===== src/rtl/frame_config_loader.sv =====
// frame_config_loader
// Streams configuration frames into one fabric column. A header word selects
// the frame index, NumRows data words fill the column FrameData register row
// by row, and the addressed FrameStrobe line is then pulsed so every tile's
// ConfigMem latches the assembled frame.
//
//   state     | meaning
//   ----------+-------------------------------------------------------------
//   S_IDLE    | waiting for a header word
//   S_LOAD    | accepting data words into FrameData rows
//   S_DISCARD | swallowing the data words of a frame with a bad index
//   S_STROBE  | FrameStrobe = one-hot(frame) for StrobeCycles cycles
//   S_GAP     | strobe low for one cycle of data hold, count the frame
module frame_config_loader #(
  parameter int MaxFramesPerCol = 20,
  parameter int FrameBitsPerRow = 32,
  parameter int NumRows         = 8,
  parameter int StrobeCycles    = 2
) (
  input  logic                                 UserCLK,
  input  logic                                 reset,
  input  logic [FrameBitsPerRow-1:0]           s_data,
  input  logic                                 s_valid,
  output logic                                 s_ready,
  input  logic                                 err_clr,
  output logic [NumRows*FrameBitsPerRow-1:0]   FrameData,
  output logic [MaxFramesPerCol-1:0]           FrameStrobe,
  output logic                                 busy,
  output logic                                 err,
  output logic [15:0]                          frames_done
);

  localparam int RW = (NumRows > 1) ? $clog2(NumRows) : 1;
  localparam int SW = (StrobeCycles > 1) ? $clog2(StrobeCycles) : 1;
  // Header frame-index field is bits [20:16].
  localparam int FW = 5;
  localparam logic [7:0] HDR_MAGIC = 8'hFA;

  typedef enum logic [2:0] {
    S_IDLE,
    S_LOAD,
    S_DISCARD,
    S_STROBE,
    S_GAP
  } state_t;

  state_t                        r_state;
  logic [RW-1:0]                 r_row;
  logic [SW-1:0]                 r_scnt;
  logic [FW-1:0]                 r_frame;
  logic [MaxFramesPerCol-1:0]    r_strobe;
  logic [FrameBitsPerRow-1:0]    r_rows [NumRows];
  logic                          r_err;
  logic [15:0]                   r_frames_done;

  logic                          w_ready;
  logic                          w_xfer;
  logic                          w_hdr_magic_ok;
  logic [FW-1:0]                 w_hdr_idx;
  logic                          w_hdr_in_range;
  logic                          w_last_row;
  logic                          w_strobe_done;
  logic                          w_err_set;
  logic [MaxFramesPerCol-1:0]    w_strobe_onehot;

  // Ready is a pure decode of the state register, so s_valid never reaches
  // s_ready combinationally; reset forces it low while asserted.
  assign w_ready = (r_state == S_IDLE) || (r_state == S_LOAD) || (r_state == S_DISCARD);
  assign s_ready = w_ready & ~reset;
  assign w_xfer  = s_valid & w_ready;

  assign w_hdr_magic_ok  = (s_data[31:24] == HDR_MAGIC);
  assign w_hdr_idx       = s_data[20:16];
  assign w_hdr_in_range  = (int'(w_hdr_idx) < MaxFramesPerCol);
  assign w_last_row      = (r_row == RW'(NumRows - 1));
  assign w_strobe_done   = (r_scnt == SW'(StrobeCycles - 1));
  assign w_strobe_onehot = MaxFramesPerCol'(1) << r_frame;

  // Any rejected header (bad magic or index out of range) flags an error.
  assign w_err_set = (r_state == S_IDLE) && w_xfer && (!w_hdr_magic_ok || !w_hdr_in_range);

  // Frame sequencing: header decode, row/strobe counting, frame counter.
  always_ff @(posedge UserCLK or posedge reset) begin
    if (reset) begin
      r_state       <= S_IDLE;
      r_row         <= '0;
      r_scnt        <= '0;
      r_frame       <= '0;
      r_strobe      <= '0;
      r_frames_done <= '0;
    end else begin
      case (r_state)
        S_IDLE: begin
          // A wrong-magic header is consumed and dropped in place.
          if (w_xfer && w_hdr_magic_ok) begin
            r_row <= '0;
            if (w_hdr_in_range) begin
              r_frame <= w_hdr_idx;
              r_state <= S_LOAD;
            end else begin
              r_state <= S_DISCARD;
            end
          end
        end
        S_LOAD: begin
          if (w_xfer) begin
            if (w_last_row) begin
              r_scnt   <= '0;
              r_strobe <= w_strobe_onehot;
              r_state  <= S_STROBE;
            end else begin
              r_row <= r_row + RW'(1);
            end
          end
        end
        S_DISCARD: begin
          if (w_xfer) begin
            if (w_last_row) begin
              r_state <= S_IDLE;
            end else begin
              r_row <= r_row + RW'(1);
            end
          end
        end
        S_STROBE: begin
          if (w_strobe_done) begin
            r_strobe <= '0;
            r_state  <= S_GAP;
          end else begin
            r_scnt <= r_scnt + SW'(1);
          end
        end
        S_GAP: begin
          r_frames_done <= r_frames_done + 16'd1;
          r_state       <= S_IDLE;
        end
        default: begin
          r_strobe <= '0;
          r_state  <= S_IDLE;
        end
      endcase
    end
  end

  // Frame data register: written only by accepted words in S_LOAD, so it
  // stays stable through the strobe window and holds the last frame.
  always_ff @(posedge UserCLK or posedge reset) begin
    if (reset) begin
      for (int k = 0; k < NumRows; k++) begin
        r_rows[k] <= '0;
      end
    end else if ((r_state == S_LOAD) && w_xfer) begin
      r_rows[r_row] <= s_data;
    end
  end

  // Sticky error: a new error wins over a simultaneous clear request.
  always_ff @(posedge UserCLK or posedge reset) begin
    if (reset) begin
      r_err <= 1'b0;
    end else if (w_err_set) begin
      r_err <= 1'b1;
    end else if (err_clr) begin
      r_err <= 1'b0;
    end
  end

  for (genvar g = 0; g < NumRows; g++) begin : g_rows
    assign FrameData[g*FrameBitsPerRow +: FrameBitsPerRow] = r_rows[g];
  end

  assign FrameStrobe = r_strobe;
  assign busy        = (r_state != S_IDLE);
  assign err         = r_err;
  assign frames_done = r_frames_done;

endmodule

===== config.mk =====
export PLATFORM = sky130hd
export DESIGN_NAME = frame_config_loader
export DESIGN_NICKNAME = d
export VERILOG_FILES = /design/src/rtl/frame_config_loader.sv
export SDC_FILE = /design/constraint.sdc
export NUM_CORES = 1
export LEC_CHECK = 0
export BUFFER_PORTS_ARGS = -buffer_cell sky130_fd_sc_hd__clkbuf_2
export CAP_MARGIN = 20
export CORE_ASPECT_RATIO = 0.6
export CORE_MARGIN = 3
export CORE_UTILIZATION = 30
export DETAILED_ROUTE_END_ITERATION = 8
export HOLD_SLACK_MARGIN = 0.05
export SLEW_MARGIN = 10
export SYNTH_ARGS = -nofsm -noshare
export SYNTH_HDL_FRONTEND = slang
export SYNTH_SLANG_ARGS = --single-unit

===== constraint.sdc =====
create_clock -name UserCLK -period 8.66 [get_ports UserCLK]
set_clock_uncertainty 0.05 [all_clocks]
set_input_delay 0.866 -clock UserCLK [delete_from_list [all_inputs] [get_ports UserCLK]]
set_output_delay 0.866 -clock UserCLK [all_outputs]
set_load 0.02 [all_outputs]

======== After elaboration in Yosys (flattened, before gate mapping) ========
Index checks and enable logic that the tools add are counted.
storage, ports and cells
  output and inout port bits .............. 295
  flip-flop bits (word level) ............. 305
  logic and storage cells ................. 88
  input bits .............................. 36
operators by class
  add/subtract/negate cells ............... 3
  muxes and demuxes ....................... 25
  bitwise logic cells ..................... 5
  eq/ne operators ......................... 14
  reductions and logical operators ........ 22
  order comparisons ....................... 3
  shifts and indexed selects .............. 1
operators by type and width
  cell                                                                           count
  256-bit bitwise mux                                                            1
  32-bit demux with 3-bit select                                                 1
  20-bit two-way mux                                                             3
  20-bit one-hot mux with 3 select lines                                         1
  32-bit two-way mux                                                             1
  3-bit two-way mux                                                              9
  1-bit by 5-bit << shifter with 20-bit output (first input constant)            1
  16-bit by 1-bit adder with 16-bit output (second input constant)               1
  2-bit != test (second input constant)                                          6
  3-bit one-hot mux with 4 select lines                                          1
  8-bit == test (second input constant)                                          1
  4-bit AND reduction                                                            2
  3-bit by 2-bit == test with 1-bit output (second input constant)               2
  3-bit == test (second input constant)                                          2
  3-bit one-hot mux with 2 select lines                                          1
  3-bit AND reduction                                                            2
  6-bit AND reduction                                                            1
  2-bit nonzero test                                                             3
  1-bit logical AND                                                              5
  5-bit less-than comparator (second input constant)                             1
  1-bit two-way mux                                                              5
  4-bit greater-or-equal comparator (second input constant)                      1
  4-bit by 1-bit less-than comparator with 1-bit output (second input constant)  1
  2-bit by 1-bit != test with 1-bit output (second input constant)               2
  14 further kinds                                                               19

======== Longest topological paths before layout ========
Gate-level depths: netlist (run 1).
  word-level depth ........................ 7
  mapped depth ............................ 7
  gate-level depth less buffers ........... 6

======== Least setup slack after synthesis (run 1) ========
Ideal clock, no wire load.
  path type ............................... input to output
  from .................................... in reset
  to ...................................... out s_ready
  slack ................................... 6322 ps
  buffers on the path ..................... 0
  data arrival time ....................... 1422 ps
  data required time ...................... 7744 ps
  cell stages on the path ................. 1
  path through ............................ a211oi_1
on the way
  cells in the longest elaborated chain, start to end .. 2
ends and longest elaborated chain
  element             line  RTL
  start: declaration  21    input logic reset,
  1-bit inverter      69    assign s_ready = w_ready & ~reset;
  1-bit bitwise AND   69
  end: declaration    24    output logic s_ready,
No other way between the ends.

======== Worst setup path in the final report (run 1) ========
  from .................................... reg r_state[0]
  to ...................................... reg r_rows (netlist bit FrameData[207])
on the way
  cells in the longest elaborated chain, start to end .. 5
  elaborated cells on any way between the ends .. 7
ends and longest elaborated chain
  element                                                                        line     RTL
  start: declaration                                                             47       state_t r_state;
  start signal: assignment                                                       85       r_state <= S_IDLE;
  start signal: assignment                                                       99       r_state <= S_LOAD;
  start signal: assignment                                                       101      r_state <= S_DISCARD;
  3-bit by 1-bit == test with 1-bit output or 3-bit logical NOT (tied branches)  68, 152
  1-bit logical OR (2 in series)                                                 68       assign w_ready = (r_state == S_IDLE) || (r_state == S_LOAD) || (r_state == S_DISCARD);
  1-bit bitwise AND                                                              70       assign w_xfer = s_valid & w_ready;
  1-bit logical AND *                                                            152      end else if ((r_state == S_LOAD) && w_xfer) begin
  end signal: indexed assignment                                                 153      r_rows[r_row] <= s_data;
  end: declaration                                                               52       logic [FrameBitsPerRow-1:0] r_rows [NumRows];
Mark *: on every way between the ends. The rest lies on a longest branch, timed or not.
A chain may end at the register's enable or synchronous reset.

==> results of run 1 <==
[flip-flops by register name, summed over array words and instances (netlist names)]
| register | count |
|---|---|
| r_scnt | 1 |
| r_state | 3 |
| r_row | 3 |
| frames_done | 16 |
| FrameData | 256 |
| err | 1 |
| FrameStrobe | 20 |
| r_frame | 5 |
[routing by layer]
metal  routed length [um]  share of wire [%]  global-route usage [%]
met1                15500                 47                    21.8
met2                14200                 43                    23.2
met3                 2440                7.5                    4.82
met4                  583                1.8                    3.08
met5                    0                  0                       0
[power breakdown]
part           internal [mW]  leakage (nW)  switching, mW  total (mW)
clock network          0.780         0.491          0.546        1.33
logic                  0.949          3.04           1.52        2.47
registers               2.05          3.77          0.353        2.40
[cell type report]
class	count	area, sq um
repair buffers	343	1770
diodes	1	2.50
flip-flops and latches	305	7630
well taps	513	642
fillers	3658	23300
multi-input cells	407	4020
clock inverters	9	120
clock buffers	42	867
inverters	8	33.8
[final timing paths]
check,to,slack [ns],cells past startpoint
setup / recovery,FrameData[207]$_DFFE_PP0P_,5.55,5
hold / removal,frames_done[1]$_DFFE_PP0P_,0.40,2
setup reg to reg,FrameData[207]$_DFFE_PP0P_,5.55,5
hold reg to reg,FrameData[222]$_DFFE_PP0P_,0.43,1
max in group asynchronous,FrameData[152]$_DFFE_PP0P_,5.90,4
min in group UserCLK,FrameData[222]$_DFFE_PP0P_,0.43,1
[logic make-up after synthesis]
logic type                 count (synthesis)  share of synthesized area [%]
xor gates and xnor gates                  16                           1.18
buffers and inverters                     43                           1.90
DFF                                      305                           64.2
and+or+nand+nor                           90                           4.76
AOI/OAI and AO/OA                         15                          0.800
muxes                                    282                           26.7
adders and majority gates                  4                          0.400
[worst max-delay path, delay by kind of cell, from the launching register on]
kind                   cells  cell delay (ns)
buffers and inverters      1             0.46
flip-flops                 1             0.69
multiplexers               1             0.38
AND/OR/NAND/NOR            3             1.41
[cell usage in the layout (no fill, tap or decap), types with 4 or more instances in the layout]
cell type  count
clkbuf_2     330
dfrtp_1      305
mux2_2       154
mux2_1       128
clkbuf_16     31
nand2_1       17
xnor2_1       13
nor2_1        13
buf_4         12
nor3_1        11
o21ai_0        8
inv_1          7
nand3_1        7
nand4_1        6
and3_1         6
clkinv_2       6
clkbuf_1       6
nand3_2        5
clkbuf_8       5
nor3_4         4
[per-stage QoR]
step | utilization, % | instance area (sq um) | power, mW | worst slack (ns)
2_1_floorplan | - | 11900 | 3.96 | 3.69
3_3_place_gp | 36.7 | 14100 | 4.88 | 5.21
3_5_place_dp | 36.7 | 14100 | 4.93 | 5.14
4_1_cts | 39.2 | 15100 | 6.29 | 5.46
5_1_grt | 39.3 | 15100 | 6.57 | 5.25
6_report | 39.3 | 15100 | 6.19 | 5.55
[cell usage after synthesis, types with 2 or more instances]
cell,count
dfrtp_1,305
mux2_2,154
mux2_1,128
nand2_1,17
buf_2,15
nor2_1,13
xnor2_1,13
buf_4,12
nor3_1,11
clkbuf_1,8
inv_1,8
o21ai_0,8
nand3_1,7
and3_1,6
nand4_1,6
nand3_2,5
nor3_4,4
ha_1,3
nand2b_1,3
xor2_1,3
nand3b_1,2
nor3b_1,2
nor4_1,2
or2_2,2
or3b_1,2
==> results.py, run 1 <==
metrics = {
    "die": {
        "die_w_um": 263,
        "die_y_um": 160,
        "design.portCount": 331,
        "coreArea_sq_mm": 0.0384,
        "rows": 55,
        "dieArea_sq_mm": 0.0421,
        "start_util_pct": 30.9,
    },
    "sta": {
        "rsz0062_at_grt": "no",
        "relSlewSlack_pct": 33.9,
        "post-route-min-period_ns": 3.11,
        "final_max_slew_viol_count": 0,
        "worst_pin_slew_ns": 0.992,
        "final-setup-viol-count": 0,
        "hold_violations": 0,
        "min_period_over_period_pct": 35.9,
        "finalSetupTns_ns": 0,
        "fmax_mhz": 322,
        "hold_ws_ns": 0.397,
    },
    "setup_path": {
        "worst_setup_path_end_kind": "register",
        "arrival_ns": 3.50,
        "crit_required_ns": 9.05,
        "crit_slowest_cell": "nor3_4",
        "worstSetupPathType": "reg -> reg",
        "worstPathMaxFanout": 17,
        "cpPeakStageDelay_ns": 0.79,
        "worstSetupStartpoint": "r_state[0]$_DFFE_PP0P_",
        "start_kind": "register",
        "cp_cell_sequence": "nor3b_2 -> nand3_2 -> nor3_4 -> buf_4 -> mux2_2",
        "reg2reg_from": "r_state[0]$_DFFE_PP0P_",
    },
    "clock_network": {
        "cts_tree": "done",
        "clk_pin_slew_worst_paths_ns": 0.07,
        "hold_buffers": 0,
        "cts_buffer_depth": 3,
        "numCtsBuffers": 30,
        "clk_latency_ns": 0.55,
        "cts_root_buf": "clkbuf_16",
        "cts.repair.resized": 0,
        "cts_sinks": 305,
        "post_cts_buffers": 0,
        "cts-htree-levels": 1,
    },
    "pwr": {
        "irDropWorstVdd_uv": 171,
        "leakagePower_nw": 7.30,
        "powerDensity_mw_per_mm2": 410,
    },
    "yosys": {
        "synth.avg_cell_area_sq_um": 15.7,
        "synth_top_cell_area_share_pct": 64.2,
        "ys_async_sr_fraction_pct": 100,
        "synth-seq-area-share_pct": 64.2,
        "synth_area_leaders": "dfrtp_1 64%, mux2_2 15%, mux2_1 12%",
        "synth.net_count": 794,
        "synth_enable_flop_cells": 0,
        "synthCells": 755,
        "yosys_most_used_dff": "dfrtp_1",
        "ys_types": 41,
        "syn_area_sq_mm": 0.0119,
        "ys_warn_count": 0,
        "yosys.area.top_type": "dfrtp_1",
        "ys_ff_latch": 305,
    },
    "grt": {
        "grt_max_degree": 79,
        "first_global_vias": 7970,
        "grt_pass1_wl_um": 51000,
        "antenna_found_initial": 1,
        "grt_usage_pct": 15.4,
        "overflow": 0,
    },
    "routing": {
        "routed_via_density": 4.60,
        "drt-wirelength-per-cell_um": 20.1,
        "wl_um": 32800,
        "ant_nets": 0,
        "drt_pre_antenna_iters": 4,
        "route.detailed.drc": 0,
        "vias": 7482,
        "drt-initial-drc-count": 302,
    },
    "place": {
        "gp_congestion": 0.751,
        "dpl.cell_count": 1575,
        "dp.final_hpwl_um": 22700,
        "port_buffers": 330,
    },
    "final_layout": {
        "nNetsFinal": 1134,
        "finalNonFillerCells": 1628,
        "layout-drive-gt1-share_pct": 50.1,
        "synthToLayoutAreaGrowth_pct": 27.0,
    },
    "run_status": {
        "status": "completed",
    },
    "flow_run": {
        "maxCapViolations": 0,
    },
    "min_path": {
        "min_path_type": "in -> async",
    },
}
No activity file was read; power rests on OpenSTA's default activity.
==> inputs of run 2 (changes only) <==
==> constraint.sdc (replaced) <==
create_clock -name UserCLK -period 2.7 [get_ports UserCLK]
set_clock_uncertainty 0.05 [all_clocks]
set_input_delay 0.27 -clock UserCLK [delete_from_list [all_inputs] [get_ports UserCLK]]
set_output_delay 0.27 -clock UserCLK [all_outputs]
set_load 0.02 [all_outputs]
==> run 2 against run 1 <==
Total power grew to 3.3 times the previous value. Hold slack got worse by 0.27 ns. Global-route usage rose by 0.53 points. Core utilization rose by 1.4 points. Combinational power grew to 3.3 times the previous value. Sequential share of layout area decreased by 1.7 points. Cell count grew 2.9%. Clock power grew to 3.4 times the previous value. Largest power group unchanged.
==> results.py, run 2 (same netlist as run 1, synthesis figures left out) <==
metrics = {
    "pwr": {
        "irDropWorstVdd_uv": 629,
        "leakagePower_nw": 7.57,
        "powerDensity_mw_per_mm2": 1300,
    },
    "grt": {
        "overflow": 0,
        "first_global_vias": 8245,
        "antenna_found_initial": 3,
        "grt_pass1_wl_um": 52400,
        "grt_usage_pct": 15.9,
        "grt_max_degree": 65,
    },
    "place": {
        "gp_congestion": 0.741,
        "dp.final_hpwl_um": 23900,
        "placed_area_sq_mm": 0.0143,
        "dpl.cell_count": 1596,
        "port_buffers": 330,
    },
    "sta": {
        "relSlewSlack_pct": 44.0,
        "hold_violations": 0,
        "final-setup-viol-count": 0,
        "final_max_slew_viol_count": 0,
        "post-route-min-period_ns": 2.23,
        "rsz0062_at_grt": "no",
        "fmax_mhz": 449,
        "worst_pin_slew_ns": 0.838,
        "finalSetupTns_ns": 0,
        "min_period_over_period_pct": 82.5,
    },
    "final_layout": {
        "finalNonFillerCells": 1676,
        "layout-drive-gt1-share_pct": 50.0,
        "nNetsFinal": 1183,
        "layout_commonest_cell": "clkbuf_2",
        "final_cell_mix": "330 x clkbuf_2, 305 x dfrtp_1, 154 x mux2_2",
        "final_area_sq_mm": 0.0156,
        "diodes": 0,
        "synthToLayoutAreaGrowth_pct": 31.5,
        "largest_register_ffs": 256,
    },
    "die": {
        "design.portCount": 331,
        "die_w_um": 263,
        "rows": 55,
        "die_y_um": 160,
        "start_util_pct": 30.9,
        "coreArea_sq_mm": 0.0384,
        "dieArea_sq_mm": 0.0421,
    },
    "setup_path": {
        "cpPeakStageDelay_ns": 0.54,
        "critPathBufInv": 0,
        "crit_required_ns": 3.09,
        "crit_slowest_cell": "dfrtp_1",
        "worstSetupPathType": "reg -> reg",
        "cp_common_cell": "ha_1",
        "path_depth": 6,
        "start_kind": "register",
        "worst_setup_path_end_kind": "register",
        "cp_cell_sequence": "ha_1 -> ha_1 -> nand2_1 -> o21ai_0 -> a21bo_2 -> mux2_2",
        "arrival_ns": 2.62,
        "crit_family": "compound AO/OA/AOI/OAI gates",
        "r2r_cells": 6,
        "worstPathMaxFanout": 20,
    },
    "routing": {
        "wl_um": 34100,
        "drt-initial-drc-count": 311,
        "drt-wirelength-per-cell_um": 20.3,
        "routed_via_density": 4.65,
        "route.detailed.drc": 0,
        "ant_nets": 0,
        "drt_pre_antenna_iters": 4,
        "vias": 7792,
    },
    "clock_network": {
        "clk_latency_ns": 0.55,
        "clk_pin_slew_worst_paths_ns": 0.06,
        "cts_sinks": 305,
        "cts-htree-levels": 1,
        "cts_buffer_depth": 3,
        "cts_root_buf": "clkbuf_16",
        "cts.repair.resized": 0,
        "numCtsBuffers": 30,
        "cts_tree": "done",
    },
    "run_status": {
        "status": "completed",
    },
    "flow_run": {
        "maxCapViolations": 0,
    },
    "min_path": {
        "min_path_type": "in -> reg",
        "min_path_cells": 2,
    },
}
run 2: changes by cell type in the layout (fill, tap and decap cells not counted), sizes merged:
cell and delta:
bufinv +2, clkbuf -2, buf +20, diode -1, dlygate4sd3 +29
run 2: repair_timing:
action                                 in CTS  in global routing
endpoints found under the hold margin     199                  0
buffers inserted                            0                  0
hold buffers                               29                  0
setup endpoints to repair                   0                  0
run 2: power breakdown:
part           internal (mW)  switching, mW  total, mW
clock network           2.72           1.78       4.50
registers               6.57           1.14       7.71
logic                   3.14           4.96       8.09
run 2: worst paths after layout:
check                                            from                     endpoint  slack [ns]
setup / recovery                 r_row[1]$_DFFE_PP0P_  FrameStrobe[17]$_DFFE_PP0P_        0.47
hold / removal                             s_data[16]   FrameData[240]$_DFFE_PP0P_        0.12
setup reg to reg                 r_row[1]$_DFFE_PP0P_  FrameStrobe[17]$_DFFE_PP0P_        0.47
hold reg to reg            FrameData[222]$_DFFE_PP0P_   FrameData[222]$_DFFE_PP0P_        0.44
max in group asynchronous                       reset   FrameData[147]$_DFFE_PP0P_        1.37
min in group asynchronous                       reset   FrameData[201]$_DFFE_PP0P_        0.44
run 2: layer usage:
metal  track usage (%)  vias to the layer above  share of wire, %
met4              2.78                        0               1.5
met5                 0                        -                 0
li1                  -                     3467                 -
met1              22.5                     4083                48
met3              4.42                       32               6.1
met2              24.7                      210                45
run 2: stage by stage:
stage / util [%] / power (mW) / hold WS (ns) / setup WS (ns)
final: 40.7 / 20.3 / 0.123 / 0.473
after global routing: 40.7 / 21.4 / 0.102 / 0.330
after CTS: 40.7 / 20.6 / 0.0619 / 0.453
after detailed placement: 37.2 / 16.0 / 0.413 / 0.484
after global placement: 37.2 / 15.8 / 0.410 / 0.507
after floorplan: - / 12.7 / 0.328 / -1.68
run 2: cell type report:
type	instances	area, sq um
Clock inverter	11	188
Tap cell	513	642
Timing Repair Buffer	392	2240
Inverter	8	33.8
Fill cell	3612	22800
Sequential cell	305	7630
Multi-Input combinational cell	407	4020
Clock buffer	40	870
